--- config.mk ---
export PLATFORM = sky130hd
export DESIGN_NAME = wb_rr_arbiter
export DESIGN_NICKNAME = d
export VERILOG_FILES = /design/src/rtl/wb_rr_arbiter.sv
export SDC_FILE = /design/constraint.sdc
export NUM_CORES = 1
export LEC_CHECK = 0
export BUFFER_PORTS_ARGS = -buffer_cell sky130_fd_sc_hd__buf_4
export CAP_MARGIN = 30
export CORE_AREA = 2 2 176 178
export DETAILED_ROUTE_END_ITERATION = 8
export DIE_AREA = 0 0 178 180
export SYNTH_ARGS = -nofsm -noshare
export SYNTH_HDL_FRONTEND = slang
export SYNTH_SLANG_ARGS = --single-unit
export TNS_END_PERCENT = 50
--- constraint.sdc ---
create_clock -name clk_i -period 4 [get_ports clk_i]
set_input_delay 0.6 -clock clk_i [delete_from_list [all_inputs] [get_ports clk_i]]
set_output_delay 0.6 -clock clk_i [all_outputs]
set_load 0.03 [all_outputs]
--- src/rtl/wb_rr_arbiter.sv ---
// Round-robin Wishbone B3 arbiter: shares one slave port among NUM_MASTERS masters,
// honours LOCK, and aborts hung transfers with a watchdog-generated ERR to the owner.
module wb_rr_arbiter #(
  parameter int unsigned NUM_MASTERS = 4,
  parameter int unsigned ADR_WIDTH   = 32,
  parameter int unsigned DAT_WIDTH   = 32,
  parameter int unsigned SEL_WIDTH   = 4,
  parameter int unsigned TIMEOUT     = 255,
  parameter int unsigned TO_WIDTH    = 8
) (
  input  logic                             clk_i,
  input  logic                             rst_i,
  input  logic [NUM_MASTERS-1:0]           m_cyc_i,
  input  logic [NUM_MASTERS-1:0]           m_stb_i,
  input  logic [NUM_MASTERS-1:0]           m_lock_i,
  input  logic [NUM_MASTERS-1:0]           m_we_i,
  input  logic [NUM_MASTERS*ADR_WIDTH-1:0] m_adr_i,
  input  logic [NUM_MASTERS*DAT_WIDTH-1:0] m_dat_i,
  input  logic [NUM_MASTERS*SEL_WIDTH-1:0] m_sel_i,
  output logic [DAT_WIDTH-1:0]             m_dat_o,
  output logic [NUM_MASTERS-1:0]           m_ack_o,
  output logic [NUM_MASTERS-1:0]           m_err_o,
  output logic [NUM_MASTERS-1:0]           m_rty_o,
  output logic                             s_cyc_o,
  output logic                             s_stb_o,
  output logic                             s_we_o,
  output logic                             s_lock_o,
  output logic [ADR_WIDTH-1:0]             s_adr_o,
  output logic [DAT_WIDTH-1:0]             s_dat_o,
  output logic [SEL_WIDTH-1:0]             s_sel_o,
  input  logic [DAT_WIDTH-1:0]             s_dat_i,
  input  logic                             s_ack_i,
  input  logic                             s_err_i,
  input  logic                             s_rty_i,
  output logic [NUM_MASTERS-1:0]           gnt_o,
  output logic                             busy_o
);

  localparam int unsigned IDX_W = (NUM_MASTERS > 1) ? $clog2(NUM_MASTERS) : 1;
  localparam bit          WDOG_EN = (TIMEOUT > 0);
  localparam logic [TO_WIDTH-1:0] TO_LAST = TO_WIDTH'((TIMEOUT > 0) ? (TIMEOUT - 1) : 0);

  typedef enum logic [1:0] {
    ST_IDLE  = 2'd0,
    ST_OWNED = 2'd1,
    ST_TOERR = 2'd2
  } state_e;

  state_e                 state_q, state_d;
  logic [NUM_MASTERS-1:0] gnt_q, gnt_d;
  logic [IDX_W-1:0]       ptr_q, ptr_d;
  logic [TO_WIDTH-1:0]    wdog_q, wdog_d;
  logic                   busy_q, busy_d;

  logic [IDX_W-1:0]       own_idx;
  logic                   own_cyc, own_stb, own_lock, own_we;
  logic [ADR_WIDTH-1:0]   own_adr;
  logic [DAT_WIDTH-1:0]   own_dat;
  logic [SEL_WIDTH-1:0]   own_sel;
  logic                   s_term;
  logic                   stalled;

  // First requester searching upward from base+1 with wrap; base itself is checked last.
  function automatic logic [NUM_MASTERS-1:0] rr_pick(input logic [NUM_MASTERS-1:0] req,
                                                    input logic [IDX_W-1:0]       base);
    logic [NUM_MASTERS-1:0] g;
    logic                   found;
    int unsigned            idx;
    g     = '0;
    found = 1'b0;
    for (int unsigned d = 1; d <= NUM_MASTERS; d++) begin
      idx = 32'(base) + d;
      if (idx >= NUM_MASTERS) idx = idx - NUM_MASTERS;
      if (!found && req[IDX_W'(idx)]) begin
        g[IDX_W'(idx)] = 1'b1;
        found          = 1'b1;
      end
    end
    return g;
  endfunction

  // Mux the current owner's request signals out of the packed master buses.
  always_comb begin
    own_idx  = '0;
    own_cyc  = 1'b0;
    own_stb  = 1'b0;
    own_lock = 1'b0;
    own_we   = 1'b0;
    own_adr  = '0;
    own_dat  = '0;
    own_sel  = '0;
    for (int unsigned i = 0; i < NUM_MASTERS; i++) begin
      if (gnt_q[i]) begin
        own_idx  = IDX_W'(i);
        own_cyc  = m_cyc_i[i];
        own_stb  = m_stb_i[i];
        own_lock = m_lock_i[i];
        own_we   = m_we_i[i];
        own_adr  = m_adr_i[i*ADR_WIDTH +: ADR_WIDTH];
        own_dat  = m_dat_i[i*DAT_WIDTH +: DAT_WIDTH];
        own_sel  = m_sel_i[i*SEL_WIDTH +: SEL_WIDTH];
      end
    end
  end

  assign s_term  = s_ack_i | s_err_i | s_rty_i;
  assign stalled = own_cyc & own_stb & ~s_term;

  // Next-state: arbitration, release/handover, and watchdog.
  always_comb begin
    state_d = state_q;
    gnt_d   = gnt_q;
    ptr_d   = ptr_q;
    wdog_d  = '0;
    case (state_q)
      ST_IDLE: begin
        if (|m_cyc_i) begin
          gnt_d   = rr_pick(m_cyc_i, ptr_q);
          state_d = ST_OWNED;
        end
      end
      ST_OWNED: begin
        if (!(own_cyc || own_lock)) begin
          // Owner released: it becomes lowest priority; hand over with no dead cycle.
          ptr_d   = own_idx;
          gnt_d   = rr_pick(m_cyc_i, own_idx);
          state_d = (|m_cyc_i) ? ST_OWNED : ST_IDLE;
        end else if (WDOG_EN && stalled) begin
          if (wdog_q == TO_LAST) state_d = ST_TOERR;
          else                   wdog_d  = wdog_q + TO_WIDTH'(1);
        end
      end
      ST_TOERR: begin
        state_d = ST_OWNED;
      end
      default: begin
        state_d = ST_IDLE;
        gnt_d   = '0;
      end
    endcase
    busy_d = (state_d != ST_IDLE);
  end

  // State, grant, pointer and watchdog registers.
  always_ff @(posedge clk_i or negedge rst_i) begin
    if (!rst_i) begin
      state_q <= ST_IDLE;
      gnt_q   <= '0;
      ptr_q   <= IDX_W'(NUM_MASTERS - 1);
      wdog_q  <= '0;
      busy_q  <= 1'b0;
    end else begin
      state_q <= state_d;
      gnt_q   <= gnt_d;
      ptr_q   <= ptr_d;
      wdog_q  <= wdog_d;
      busy_q  <= busy_d;
    end
  end

  // Combinational slave-side mux and termination routing to the owner only.
  always_comb begin
    s_cyc_o  = 1'b0;
    s_stb_o  = 1'b0;
    s_we_o   = 1'b0;
    s_lock_o = 1'b0;
    s_adr_o  = '0;
    s_dat_o  = '0;
    s_sel_o  = '0;
    m_ack_o  = '0;
    m_err_o  = '0;
    m_rty_o  = '0;
    case (state_q)
      ST_OWNED: begin
        s_cyc_o  = own_cyc;
        s_stb_o  = own_stb;
        s_we_o   = own_we;
        s_lock_o = own_lock;
        s_adr_o  = own_adr;
        s_dat_o  = own_dat;
        s_sel_o  = own_sel;
        m_ack_o  = gnt_q & {NUM_MASTERS{s_ack_i}};
        m_err_o  = gnt_q & {NUM_MASTERS{s_err_i}};
        m_rty_o  = gnt_q & {NUM_MASTERS{s_rty_i}};
      end
      ST_TOERR: begin
        // Slave is aborted; late slave terminations are dropped.
        s_we_o   = own_we;
        s_lock_o = own_lock;
        s_adr_o  = own_adr;
        s_dat_o  = own_dat;
        s_sel_o  = own_sel;
        m_err_o  = gnt_q;
      end
      default: ;
    endcase
  end

  assign m_dat_o = s_dat_i;
  assign gnt_o   = gnt_q;
  assign busy_o  = busy_q;

endmodule

# Word-level counts from Yosys, hierarchy flattened
# Index checks and enable logic that the tools add are counted.
# classes
n_lt_le_gt_ge,24
n_reduce_logical,27
n_bitwise,16
muxes,148
div_mod_pow,0
shift,0
multipliers,0
eq_ne,5
n_addsub,17
# ops
operator,n
$mux 32,10
$mux 4,29
$mux 2,30
$mux 1,56
$mux 8,4
$lt 2x3->1 const B,8
$or 4x4->4,6
$ge 3x3->1 const B,6
$bmux 1 s2,8
$demux 1 s2,8
$ge 2x1->1 const B,8
$sub 2x1->2 const B,8
$logic_and 1x1->1,14
$add 2x2->3 const B,4
$and 4x4->4,3
$pmux 4 s3,1
$add 2x3->4 const B,2
$add 8x1->8 const B,1
$eq 8x8->1 const B,1
$ge 4x3->1 const B,2
$pmux 4 s2,1
$add 2x1->3 const B,2
$logic_not 1->1,6
$pmux 2 s3,1
13 further kinds,18
# totals
input_bits,325
ramBits,0
reg_bits,17
mem_count,0
latchBits,0
word_cells,242
mem_bits_ro,0
out_inout_bits,121

# Depth between registers and ports, before layout
# Gate-level depths: netlist of the first run.
# depth
depth_word,28
ltp_mapped,11
mapped_depth_nobuf,9

# Worst setup path before layout of the first run
# OpenSTA, ideal clock, no wires.
# synth_timing
path_type,register -> register
start,"register gnt_q[3], in the netlist gnt_o[3]"
end,"register gnt_q[3], in the netlist gnt_o[3]"
arrival_time_ns,3.002
n_path_buf,3
path_stages_with_launch,12
t_required_ns,3.918
period_less_slack_ns,3.084
slack_ns,0.916
cell_sequence,dfrtp_1 > buf_2 > or2_4 > buf_2 > buf_1 > ha_1 > or3b_1 > a211o_1 > a22oi_2 > a21oi_1 > a31o_1 > a31oi_1
# synth_between
elab_chain_cells,26
word_cells_on_any_way,88
# synth_rtl
element,line_no,text
start: declaration,50,"logic [NUM_MASTERS-1:0] gnt_q, gnt_d;"
start signal: assignment,154,gnt_q <= gnt_d;
$mux 2 *,93,if (gnt_q[i]) begin
named net own_idx[1],55,logic [IDX_W-1:0] own_idx;
"parallel branches: the longest is 22 deep, another holds $add 2x1->3",--,
$mux 4 *,74,if (!found && req[IDX_W'(idx)]) begin
$mux 4 *,123,if (!(own_cyc || own_lock)) begin
$pmux 4 s3 *,115,case (state_q)
# Mark *: on every way through the listed nets, which the timed path passes. The select of a mux whose other input is x is not followed.
# A chain may end at the register's enable or synchronous reset.

# Final worst setup path of the first run
# layout_timing
start,"register gnt_q[3], in the netlist gnt_o[3]"
end,output s_cyc_o
# layout_between
elab_chain_cells,2
# layout_rtl
element,line_no,text
$mux 1,93,
$mux 1,173,case (state_q)
end: declaration,24,"output logic s_cyc_o,"
# No other way between the ends.

==> flow_summary.ini, run 1 <==
[run_status]
outcome = finished clean

[synth]
ys_types = 62
synth_nets = 855
synth_compound_area_frac = 0.428
ys.warnings.count = 0
synth_edf_count = 0
synthSimpleGateAreaFrac = 0.211
synth-async-reset-ratio = 1.00
ys_ff_latch = 17
netlist_area_sq_um = 3790
synth.avg_cell_area_sq_um = 7.44
synthMuxAreaShare = 0.0333
synth_ff_type = dfrtp_1
synthAdderAreaFrac = 0.0660
netlist_instances = 510
ys_seq_area_frac = 0.113
synth-xor-area-share = 0.0139
synth_top_family_by_area = compound AO/OA/AOI/OAI gates

[routing]
drc = 0
drt_first_pass_iters = 5
drt_iter0_drc = 453
drt-total-wl_mm = 24.3
num_vias = 5775
wl_per_cell_um = 20.0
ant_nets = 0
vias_per_cell = 4.75

[clocking]
cts_setup_buffers = 0
cts_resized = 0
cts-root-buf = clkbuf_16
clk_pin_slew_ns = 0.06
cts_made_buffers = 3
worstSkewPairLatency_ns = 0.25
cts_buffer_depth = 2
cts_tree = built
htreeDepth = 1
numClockSinks = 17
cts_hold_buf = 0

[setup_path]
cp_data_arrival_time_ns = 2.56
r2r_setup_slack_ns = 0.89
critPathCapture = s_cyc_o
critPathMaxFanout = 45
crit_family = simple AND/OR/NAND/NOR gates
reg2reg_to = gnt_o[3]
regToRegStartpoint = gnt_o[2]
required_ns = 3.40
path_buf_inv = 2
cp-startpoint = gnt_o[3]
reg2reg_depth = 9
worstPathCellList = nand2b_4 -> buf_4 -> o22ai_2 -> nor3_1 -> buf_4
critPathKind = reg2out
cp_slowest_cell = dfrtp_1
crit_path_end_kind = primary output
worstSetupStartpointType = register
cp_slowest_stage_delay_ns = 0.73
cp_common_cell = buf_4
cp.depth = 5

[placed_design]
place_congestion = 0.914
place_area_sq_um = 6820
dp_hpwl_mm = 19.7
port_buffers = 381
place_inst = 1211

[finish]
fill_cells = 3339
post-route-util = 0.229
layout_commonest_cell = buf_4
syn_to_final_growth_pct = 82.0
multi_input_area_sq_um = 2870
fin_area_sq_um = 6900
nets = 1165
drive_above_1_share = 0.510
final_cells = 1216
regArea_sq_um = 429
final_cell_mix = buf_4 (392), nor2_1 (91), a221oi_1 (70)

[sta]
rsz0062_at_grt = no
fin_setup_tns_ns = 0
fmax_ghz = 0.316
timing.final.max_slew_violations = 0
worst_pin_slew_ns = 0.696
finalHoldViolations = 0
max_slew_margin = 0.536
fin_worst_skew_ns = 0.00164
min_period_over_period = 0.790
finalSetupViolCount = 0
min_period_ns = 3.16

[die]
core_area_sq_um = 30200
die_area_sq_um = 32000
ioPinCount = 446
initial_utilization = 0.126
die_w_um = 178
rows = 64
die_h_um = 180

[global_routing]
grt_pass1_vias = 5660
gr-total-overflow = 0
grt_pass1_wl_mm = 34.1
antenna_found_initial = 2
grt_usage = 0.139
grt_max_degree = 46

[power]
ir_worst_vdd_v = 0.000508
p_switching_mw = 3.57
p_leak_nw = 3.13
power_switching_share = 0.609
powerDensity_nw_per_um2 = 849
power_mw = 5.86
internal_power_mw = 2.29
share_clk_of_total_power = 0.035
pwr-share-comb = 0.906
pwr-share-seq = 0.058

[hold_path]
hp-class = in2async

[run]
timing.max_cap.violations = 0
worst min-delay path by stage:
stage                     startpoint   endpoint  slack, ns  depth (start not counted)
after detailed placement       rst_i  wdog_q[5]       0.48                          1
final                          rst_i  wdog_q[5]       0.21                          1
after CTS                      rst_i  wdog_q[5]       0.22                          1
after global routing           rst_i  wdog_q[5]       0.22                          1
after floorplan                rst_i     busy_o       0.30                          0
after global placement     wdog_q[0]  wdog_q[0]       0.47                          1
Yosys cell counts, drive strengths merged, types with 2 or more instances:
master,count,share of area
mux2i,7,0.018
o21ai,9,0.012
clkbuf,37,0.037
or3b,2,0.0046
dfrtp,15,0.099
nand3b,3,0.0059
nand3,9,0.012
buf,52,0.088
nor3,5,0.0066
nand2,16,0.016
o22ai,6,0.013
mux4,2,0.012
a21oi,8,0.011
nand2b,7,0.012
or2,3,0.0056
xor2,3,0.0069
and2,7,0.012
a221oi,72,0.17
nor2b,3,0.0049
ha,20,0.066
a31oi,5,0.0082
xnor2,3,0.0069
inv,10,0.0099
a2bb2oi,2,0.0046
and3,11,0.018
a211oi,3,0.0092
dfstp,2,0.014
o221ai,69,0.16
nor3b,4,0.0079
and3b,2,0.0049
nor2,91,0.090
a221o,3,0.0079
cell families (layout without fill, tap and decap cells):
family	count (synthesis)	count (layout)
buf+inv	100	409
fa+ha+maj	20	20
compound gates	189	189
other cells	0	1
flops	17	17
mux	10	10
simple gates	168	168
xor+xnor	6	6
worst reg2reg max path, delay by kind of cell (launching register included):
kind | cells | cell delay, ns
AOI/OAI and AO/OA | 5 | 1.05
DFF | 1 | 0.69
and+or+nand+nor | 3 | 0.89
adders and majority gates | 1 | 0.40
sequential cells by signal, summed over array words and instances (netlist names):
register and flops:
gnt_o 4, state_q 2, busy_o 1, ptr_q 2, wdog_q 8
per-stage QoR:
stage	setup slack, ns	hold WS [ns]
global placement	1.08	0.473
finish	0.838	0.207
floorplan	0.916	0.304
global route	0.611	0.222
CTS	0.792	0.217
detailed placement	0.961	0.481
final cells by class:
| type | count | area share |
|---|---|---|
| antenna | 1 | 0.000363 |
| clock buffer | 3 | 0.0109 |
| clock inverter | 1 | 0.00109 |
| inverter | 11 | 0.00598 |
| multi-input combinational | 393 | 0.416 |
| sequential | 17 | 0.0622 |
| tap | 396 | 0.0718 |
| timing repair buffer | 394 | 0.432 |
metal layers:
layer / up-vias / global-route usage / part of all wire
met5: - / 0 / 0.00029
met4: 2 / 0.0177 / 0.0089
met3: 18 / 0.0311 / 0.098
met2: 339 / 0.243 / 0.48
met1: 2787 / 0.178 / 0.41
li1: 2629 / - / -
power by group through the flow:
stage / Combinational, mW / Sequential [mW] / Clock (mW)
after floorplan: 3.37 / 0.321 / 0
after global placement: 5.30 / 0.339 / 0
after detailed placement: 5.32 / 0.344 / 0
after CTS: 5.34 / 0.341 / 0.209
after global routing: 5.67 / 0.359 / 0.221
final: 5.31 / 0.342 / 0.208
Power figures use the tool's default switching activity.
==> run 2, diff against run 1 <==
==> constraint.sdc (replaced) <==
create_clock -name clk_i -period 3.07 [get_ports clk_i]
set_input_delay 0.4605 -clock clk_i [delete_from_list [all_inputs] [get_ports clk_i]]
set_output_delay 0.4605 -clock clk_i [all_outputs]
set_load 0.03 [all_outputs]
==> flow_summary.ini, run 2 (synthesized netlist as in run 1, its figures left out) <==
[finish]
syn_to_final_growth_pct = 83.2
drive_above_1_share = 0.512
largest-register = wdog_q
regArea_sq_um = 429
final_cell_mix = buf_4 (393), nor2_1 (91), a221oi_1 (70)
post-route-util = 0.230
largest_reg_flops = 8
nets = 1168
multi_input_area_sq_um = 2860
final_cells = 1220
fill_cells = 3344
layout_commonest_cell = buf_4

[power]
powerDensity_nw_per_um2 = 1110
pwr-share-seq = 0.050
share_clk_of_total_power = 0.036
p_leak_nw = 3.15
p_switching_mw = 4.66
power_switching_share = 0.605
ir_worst_vdd_v = 0.000510
internal_power_mw = 3.04
pwr-share-comb = 0.914

[global_routing]
grt_usage = 0.140
gr-total-overflow = 0
grt_pass1_vias = 5567
grt_max_degree = 55
grt_pass1_wl_mm = 34.4
antenna_found_initial = 2

[setup_path]
regToRegStartpoint = gnt_o[2]
cp_data_arrival_time_ns = 2.46
cp-startpoint = gnt_o[1]
required_ns = 2.61
worstSetupStartpointType = register
r2r_setup_slack_ns = 0.32
reg2reg_to = gnt_o[3]
critPathCapture = s_stb_o
critPathKind = reg2out
critPathMaxFanout = 45
reg2reg_depth = 9
crit_path_end_kind = primary output

[routing]
drt-total-wl_mm = 24.3
drc = 0
drt_first_pass_iters = 5
wl_per_cell_um = 19.9
vias_per_cell = 4.65
num_vias = 5677
ant_nets = 0
drt_iter0_drc = 416

[die]
initial_utilization = 0.126
rows = 64
die_w_um = 178
die_h_um = 180
core_area_sq_um = 30200
die_area_sq_um = 32000
ioPinCount = 446

[sta]
rsz0062_at_grt = no
fmax_ghz = 0.342
min_period_ns = 2.92
finalHoldViolations = 0
fin_worst_skew_ns = 0.00444
min_period_over_period = 0.951
finalSetupViolCount = 0
worst_pin_slew_ns = 0.579
max_slew_margin = 0.614
fin_setup_tns_ns = 0
timing.final.max_slew_violations = 0

[clocking]
cts-root-buf = clkbuf_16
numClockSinks = 17
worstSkewPairLatency_ns = 0.25
cts_buffer_depth = 2
cts_setup_buffers = 0
cts_hold_buf = 0
cts_tree = built
cts_made_buffers = 3
cts_resized = 0
htreeDepth = 1
clk_pin_slew_ns = 0.06

[placed_design]
dp_hpwl_mm = 19.7
place_inst = 1214
place_congestion = 0.891
port_buffers = 381

[run]
timing.max_cap.violations = 0

[run_status]
outcome = finished clean

[hold_path]
hp-class = in2async
==> run 2: cell types whose count changed in the layout (fill, tap and decap cells not counted) <==
cell and delta:
buf_12 +2, nand2b_4 -1, diode_2 +1, buf_4 +1, nand2b_2 +1
==> run 2: worst min-delay path by stage <==
stage,from,end,slack (ns)
after floorplan,rst_i,busy_o,0.16
after global placement,rst_i,wdog_q[5],0.35
after detailed placement,rst_i,wdog_q[5],0.36
after CTS,rst_i,wdog_q[5],0.09
after global routing,rst_i,wdog_q[5],0.09
final,rst_i,wdog_q[5],0.08
==> run 2: area by class of cell <==
cell class	count	area share
Antenna cell	2	0.000720
Clock inverter	1	0.00108
Tap cell	396	0.0713
Clock buffer	3	0.0108
Inverter	11	0.00594
Sequential cell	17	0.0618
Timing Repair Buffer	397	0.436
Multi-Input combinational cell	393	0.412
==> run 2: worst max-delay path, stage by stage (launching register included) <==
cell	delay, ns
dfrtp_2	0.35
buf_4	0.44
buf_4	0.52
a21oi_1	0.13
a21oi_1	0.38
and2_1	0.18
buf_4	0.15
==> run 2: metal layers <==
| layer | vias to the layer above | global-route usage | routed length [um] |
|---|---|---|---|
| li1 | 2631 | - | - |
| met1 | 2681 | 0.170 | 9380 |
| met2 | 327 | 0.241 | 11800 |
| met3 | 38 | 0.0364 | 2520 |
| met4 | 0 | 0.0367 | 593 |
| met5 | - | 0 | 0 |
==> run 2: per-stage QoR <==
stage | total power [mW] | cell area [sq um] | worst slack, ns | hold WS [ns]
2_1_floorplan | 4.82 | 3790 | 0.0494 | 0.165
3_3_place_gp | 7.41 | 6860 | 0.378 | 0.352
3_5_place_dp | 7.43 | 6860 | 0.321 | 0.355
4_1_cts | 7.74 | 6940 | 0.159 | 0.0879
5_1_grt | 8.22 | 6940 | 0.0387 | 0.0915
6_report | 7.70 | 6950 | 0.149 | 0.0779
==> run 2: power groups by stage <==
| stage | registers, mW | logic [mW] | clock network, mW |
|---|---|---|---|
| after floorplan | 0.418 | 4.40 | 0 |
| after global placement | 0.382 | 7.02 | 0 |
| after detailed placement | 0.387 | 7.04 | 0 |
| after CTS | 0.383 | 7.07 | 0.278 |
| after global routing | 0.400 | 7.53 | 0.286 |
| final | 0.385 | 7.04 | 0.274 |
==> run 3, diff against run 2 <==
==> config.mk (replaced) <==
export PLATFORM = sky130hd
export DESIGN_NAME = wb_rr_arbiter
export DESIGN_NICKNAME = d
export VERILOG_FILES = /design/src/rtl/wb_rr_arbiter.sv
export SDC_FILE = /design/constraint.sdc
export NUM_CORES = 1
export LEC_CHECK = 0
export CAP_MARGIN = 30
export CORE_AREA = 2 2 172 174
export DETAILED_ROUTE_END_ITERATION = 8
export DIE_AREA = 0 0 174 176
export DONT_BUFFER_PORTS = 1
export SYNTH_ARGS = -nofsm -noshare
export SYNTH_HDL_FRONTEND = slang
export SYNTH_SLANG_ARGS = --single-unit
export TNS_END_PERCENT = 50
==> flow_summary.ini, run 3 (synthesized netlist as in run 1, its figures left out) <==
[run_status]
outcome = finished clean

[sta]
fin_worst_skew_ns = 0.00190
fmax_ghz = 0.339
finalHoldViolations = 0
min_period_ns = 2.95
max_slew_margin = 0.498
fin_setup_tns_ns = 0
min_period_over_period = 0.961
timing.final.max_slew_violations = 0
rsz0062_at_grt = no
finalSetupViolCount = 0
worst_pin_slew_ns = 0.751

[setup_path]
critPathKind = reg2out
cp_slowest_cell = a221oi_1
worstSetupStartpointType = register
reg2reg_to = gnt_o[3]
reg2reg_depth = 9
crit_path_end_kind = primary output
worstPathCellList = buf_4 -> nor2b_4 -> buf_12 -> a221oi_1 -> nor2_1 -> buf_4
cp_data_arrival_time_ns = 2.49
cp_slowest_stage_delay_ns = 0.57
r2r_setup_slack_ns = 0.19
regToRegStartpoint = gnt_o[1]
cp_common_cell = buf_4
critPathMaxFanout = 49
required_ns = 2.61

[die]
die_h_um = 176
ioPinCount = 446
die_area_sq_um = 30600
die_w_um = 174
core_area_sq_um = 28500
rows = 62
initial_utilization = 0.133

[finish]
layout_commonest_cell = nor2_1
fill_cells = 3216
nets = 862
final_cells = 903
drive_above_1_share = 0.219
syn_to_final_growth_pct = 22.6
regArea_sq_um = 432
final_cell_mix = nor2_1 (91), buf_4 (85), a221oi_1 (70)
post-route-util = 0.163
largest-register = wdog_q
largest_reg_flops = 8
multi_input_area_sq_um = 2860

[hold_path]
hp-class = in2async

[clocking]
cts-root-buf = clkbuf_16
clk_pin_slew_ns = 0.06
htreeDepth = 1
cts_setup_buffers = 0
worstSkewPairLatency_ns = 0.25
cts_buffer_depth = 2
cts_made_buffers = 3
cts_resized = 0
cts_tree = built
numClockSinks = 17

[placed_design]
port_buffers = 0
place_congestion = 0.922
dp_hpwl_mm = 17.2
place_inst = 895

[routing]
num_vias = 4679
vias_per_cell = 5.18
drt-total-wl_mm = 20.9
drc = 0
wl_per_cell_um = 23.1
ant_nets = 0
drt_first_pass_iters = 5
drt_iter0_drc = 523

[power]
p_leak_nw = 1.68
power_mw = 7.26
ir_worst_vdd_v = 0.000466
powerDensity_nw_per_um2 = 1560

[global_routing]
grt_pass1_wl_mm = 27.6
antenna_found_initial = 5
grt_usage = 0.121
grt_pass1_vias = 4151
grt_max_degree = 54
gr-total-overflow = 0

[run]
timing.max_cap.violations = 0
==> run 3: per-layer routing <==
layer	part of all wire	track usage
met5	0.0011	0
met1	0.38	0.147
met3	0.10	0.0271
met2	0.49	0.208
met4	0.036	0.0469
==> run 3: what timing repair did <==
action                                 in CTS  in global routing
hold buffers                                1                  0
setup endpoints to repair                   0                  0
endpoints found under the hold margin      15                  0
==> run 3: how the worst max path moves through the flow <==
| stage | slack (ns) | end | startpoint |
|---|---|---|---|
| floorplan | 0.05 | gnt_o[3] | gnt_o[3] |
| global placement | 0.28 | gnt_o[3] | gnt_o[1] |
| detailed placement | 0.24 | gnt_o[3] | gnt_o[1] |
| CTS | 0.13 | s_dat_o[3] | gnt_o[1] |
| global route | 0.06 | s_adr_o[29] | gnt_o[1] |
| finish | 0.12 | s_adr_o[2] | gnt_o[1] |
==> run 3: critical path: cells and delay by family, from the launching register on <==
family                 cells  cell delay (ns)
buffers and inverters      3             0.88
AOI/OAI and AO/OA          1             0.57
DFF                        1             0.41
and+or+nand+nor            2             0.34
==> run 3: stage by stage <==
stage               setup slack [ns]  area [sq um]  hold slack [ns]
floorplan                     0.0494          3790            0.165
global placement               0.275          4550            0.167
detailed placement             0.238          4550            0.166
CTS                            0.132          4640           0.0396
global route                  0.0612          4650           0.0399
finish                         0.121          4650           0.0463
==> run 3: where the power goes <==
group / leakage (nW) / internal (mW) / switching, mW
logic: 1.43 / 2.27 / 4.31
registers: 0.215 / 0.300 / 0.0971
clock network: 0.0382 / 0.177 / 0.0984
total: 1.68 / 2.75 / 4.50
==> run 3: layout make-up <==
| class | count | share of cell area |
|---|---|---|
| multi-input cells | 393 | 0.616 |
| clock buffers | 4 | 0.0169 |
| diodes | 3 | 0.00161 |
| repair buffers | 91 | 0.161 |
| inverters | 11 | 0.00888 |
| well taps | 384 | 0.103 |
| flip-flops and latches | 17 | 0.0928 |
